[config.mk]
export PLATFORM = sky130hd
export DESIGN_NAME = regfile_write_arbiter
export DESIGN_NICKNAME = d
export VERILOG_FILES = /design/src/rtl/regfile_write_arbiter.sv
export SDC_FILE = /design/constraint.sdc
export NUM_CORES = 1
export LEC_CHECK = 0
export CORE_MARGIN = 4
export CORE_UTILIZATION = 40
export CTS_BUF_LIST = sky130_fd_sc_hd__clkbuf_8
export DETAILED_ROUTE_END_ITERATION = 10
export GPL_TIMING_DRIVEN = 0
export PLACE_DENSITY = 0.82
export SLEW_MARGIN = 30
export SYNTH_ARGS = -nofsm -noshare
export SYNTH_HDL_FRONTEND = slang
export SYNTH_SLANG_ARGS = --single-unit
[constraint.sdc]
create_clock -name Clk -period 1.8 [get_ports Clk]
set_input_delay 0.36 -clock Clk [delete_from_list [all_inputs] [get_ports Clk]]
set_output_delay 0.36 -clock Clk [all_outputs]
set_load 0.02 [all_outputs]
[src/rtl/regfile_write_arbiter.sv]
// Register file write-port arbiter.
// A (ALU writeback) wins by default. B (memory writeback) is forced to win
// after losing MAX_WAIT consecutive edges. The write port outputs are registered.
module regfile_write_arbiter #(
    parameter int MAX_WAIT      = 4,   // legal 1..15
    parameter bit ZERO_SUPPRESS = 1'b1
) (
    input  logic        Clk,
    input  logic        Reset_n,
    input  logic        ReqA,
    input  logic [4:0]  AddrA,
    input  logic [31:0] DataA,
    output logic        AckA,
    input  logic        ReqB,
    input  logic [4:0]  AddrB,
    input  logic [31:0] DataB,
    output logic        AckB,
    output logic        RegWrite,
    output logic [4:0]  WriteRegister,
    output logic [31:0] WriteData,
    output logic        Starved
);

    typedef enum logic {PRIO_A = 1'b0, FORCE_B = 1'b1} arbState_t;

    localparam logic [3:0] WAIT_LAST = 4'(MAX_WAIT - 1);

    arbState_t   state, stateNext;
    logic [3:0]  waitCnt, waitCntNext;
    logic        xferA, xferB, xfer, writeEn;
    logic [4:0]  selAddr;
    logic [31:0] selData;

    // Arbiter state and starvation counter.
    always_ff @(posedge Clk) begin
        if (!Reset_n) begin
            state   <= PRIO_A;
            waitCnt <= 4'd0;
        end else begin
            state   <= stateNext;
            waitCnt <= waitCntNext;
        end
    end

    // Grants, counter update and next state. Grants are held low during reset
    // so an in-flight request is not consumed; it gets granted after release.
    always_comb begin
        AckA        = 1'b0;
        AckB        = 1'b0;
        stateNext   = state;
        waitCntNext = 4'd0;
        case (state)
            PRIO_A: begin
                AckA = ReqA;
                AckB = ReqB & ~ReqA;
            end
            FORCE_B: begin
                AckB = ReqB;
                AckA = ReqA & ~ReqB;
            end
            default: ;
        endcase
        if (!Reset_n) begin
            AckA = 1'b0;
            AckB = 1'b0;
        end
        // Count consecutive lost edges; any win or idle B restarts the count.
        if (ReqB && !AckB)
            waitCntNext = waitCnt + 4'd1;
        case (state)
            PRIO_A:  if (ReqB && !AckB && waitCnt == WAIT_LAST) stateNext = FORCE_B;
            FORCE_B: if (AckB || !ReqB) stateNext = PRIO_A;
            default: stateNext = PRIO_A;
        endcase
    end

    assign Starved = (state == FORCE_B);

    // Select the winning requester's payload; $0 writes are acked but dropped.
    always_comb begin
        xferA   = ReqA & AckA;
        xferB   = ReqB & AckB;
        xfer    = xferA | xferB;
        selAddr = xferB ? AddrB : AddrA;
        selData = xferB ? DataB : DataA;
        writeEn = xfer & ~(ZERO_SUPPRESS && selAddr == 5'd0);
    end

    // Registered write port; address/data hold when nothing is written.
    always_ff @(posedge Clk) begin
        if (!Reset_n) begin
            RegWrite      <= 1'b0;
            WriteRegister <= 5'd0;
            WriteData     <= 32'd0;
        end else begin
            RegWrite <= writeEn;
            if (writeEn) begin
                WriteRegister <= selAddr;
                WriteData     <= selData;
            end
        end
    end

endmodule

==> flow_summary.json <==
{
  "grt_usage": 0.179,
  "ys_ff_latch": 43,
  "antenna_found_initial": 0,
  "rsz0062_at_grt": "false",
  "clock-sinks": 43,
  "synth_area_per_cell_sq_um": 10.1,
  "drt-total-wl_microns": 5790,
  "die_width_microns": 80.9,
  "layout.cells.most_common": "clkdlybuf4s50_1",
  "die_y_microns": 80.9,
  "p_seq_frac": 0.459,
  "grt_pass1_vias": 2057,
  "placementRows": 26,
  "clk_path_buf_depth": 2,
  "finalMaxSlewViolations": 0,
  "drv_cap": 0,
  "ios": 119,
  "clockPowerShare": 0.229,
  "hp-class": "reg -> reg",
  "synthesis.nets": 289,
  "critPathMaxFanout": 10,
  "crit_arrival_ps": 1890,
  "via_count": 2023,
  "fin_crit_sh": 0.954,
  "post-place-cells": 397,
  "die_area_sq_mm": 0.00654,
  "nets": 417,
  "netSwitchingPower_w": 0.000651,
  "end_kind": "flop",
  "ff2ff_setup_slack_ps": 160,
  "worst_slew_pin_slew_ps": 487,
  "comb_power_share": 0.312,
  "start_util": 0.413,
  "startpoint_type": "input pin",
  "place_congestion": 0.855,
  "swShare": 0.276,
  "wire_per_inst_microns": 14.2,
  "vdd_drop_max_mv": 0.352,
  "pwr_density_cell_mw_per_mm2": 673,
  "leakage_nw": 1.60,
  "core_area_sq_mm": 0.00514,
  "synth_area_sq_mm": 0.00212,
  "max_freq_mhz": 582,
  "area_growth_pct": 65.3,
  "drcViolationCount": 0,
  "ant_nets": 0,
  "cts-root-buf": "clkbuf_8",
  "yosysSeqAreaShare": 0.405,
  "critPathKind": "in -> reg",
  "post-place-ws_ps": -722,
  "vias_per_cell": 4.97,
  "setup_ws_ps": 82.2,
  "grt_pass1_wl_microns": 9300,
  "cts.htree.levels": 2,
  "synth_warnings": 0,
  "firstDrtPassIters": 4,
  "postCtsHoldBufs": 0,
  "status": "complete, no violations",
  "dp_hpwl_microns": 4560,
  "synth_cell_types": 36,
  "grt_overflow_total": 0,
  "clock_skew_ps": 5.20,
  "port_buffers": 117,
  "fin_hold_ws_ps": 446,
  "hold_violations": 0,
  "setup_violations": 0,
  "antenna_cells": 0,
  "clk_latency_ps": 290,
  "drt_iter0_drc": 52,
  "fin_cells": 407,
  "final_cell_mix": "clkdlybuf4s50_1, mux2i_1, dfxtp_1",
  "crit_required_ps": 1970,
  "netlist_instances": 210,
  "max_slew_margin": 0.675,
  "internal-power_w": 0.00171,
  "cts_tree": "built",
  "clkTransAtPathRegs_ps": 70,
  "grt_max_degree": 12,
  "fin_crit_ps": 1720,
  "cts_buffers": 5,
  "drive_gt1_frac": 0.101
}
## final timing paths
path	start	end	cells past startpoint
hold reg to reg	waitCnt[3]	Starved	1
hold / removal	waitCnt[3]	Starved	1
setup / recovery	AddrB[2]	WriteData[19]	7
setup reg to reg	Starved	WriteData[19]	7
## layout make-up
| cell class | count | area, sq um |
|---|---|---|
| Multi-Input combinational cell | 149 | 1160 |
| Sequential cell | 43 | 862 |
| Tap cell | 70 | 87.6 |
| Inverter | 3 | 11.3 |
| Buffer | 14 | 119 |
| Clock inverter | 1 | 3.75 |
| Clock buffer | 5 | 68.8 |
| Fill cell | 453 | 1630 |
| Timing Repair Buffer | 122 | 1200 |
## synth_stat cells, drive strengths merged
master / n / share of area
mux2i: 65 / 0.31
dfxtp: 43 / 0.41
nand2: 37 / 0.069
buf: 9 / 0.045
clkbuf: 6 / 0.011
nor2: 5 / 0.0088
a21oi: 4 / 0.0094
inv: 3 / 0.0053
nand3: 3 / 0.0071
nor3: 3 / 0.0071
nor4: 3 / 0.016
o21ai: 3 / 0.0071
o22ai: 3 / 0.0088
a211oi: 2 / 0.0071
a311o: 2 / 0.0094
and3: 2 / 0.0059
o211a: 2 / 0.0094
or3: 2 / 0.0065
or4: 2 / 0.0088
a2111oi: 1 / 0.0047
a311oi: 1 / 0.0071
and2: 1 / 0.0029
ha: 1 / 0.0059
nand2b: 1 / 0.0029
nand4b: 1 / 0.0041
nor2b: 1 / 0.0029
nor4b: 1 / 0.0041
o211ai: 1 / 0.0035
xnor2: 1 / 0.0041
xor2: 1 / 0.0041
## worst max-delay path, cell delays in order
cell and delay [ps]:
dlygate4sd2_1 270, or4_4 570, nor4_4 160, a311oi_2 80, buf_6 170, buf_12 150
mux2i_2 140
## cell families after synthesis
group           count (synthesis)  share of synthesized area
fa+ha+maj                       1                    0.00589
flops                          43                      0.405
simple gates                   62                      0.146
buf+inv                        18                     0.0613
mux                            65                      0.306
compound gates                 19                     0.0666
xor+xnor                        2                    0.00825
## timing repair
item / in CTS / in global routing
gates resized for setup: 19 / 6
setup endpoints to repair: 38 / 31
pin swaps: 2 / 0
buffers inserted: 5 / 0
## routing by layer
layer,vias to the layer above,track usage,wire (microns)
met1,935,0.203,2240
met4,0,0.0439,55
li1,1001,-,-
met2,79,0.326,2950
met5,-,0,0
met3,8,0.0565,545
## stage by stage
step | power [W] | utilization | area, sq um | TNS, ps
after global routing | 0.00248 | 0.683 | 3510 | 0
final | 0.00236 | 0.683 | 3510 | 0
after detailed placement | 0.00184 | 0.658 | 3380 | -20860
after floorplan | 0.00144 | - | 2120 | 0
after CTS | 0.00239 | 0.681 | 3500 | 0
after global placement | 0.00182 | 0.658 | 3380 | -20050
## registers in the layout, indices dropped and copies added (netlist names)
name,flops
waitCnt,4
RegWrite,1
WriteRegister,5
WriteData,32
Starved,1
## power groups by stage
stage	Clock, W	Combinational [W]	Sequential [W]
final	0.000540	0.000737	0.00108
after global placement	0	0.000723	0.00110
after CTS	0.000561	0.000742	0.00108
after floorplan	0	0.000228	0.00121
after global routing	0.000600	0.000788	0.00110
after detailed placement	0	0.000732	0.00111
No activity file was read; power rests on OpenSTA's default activity.
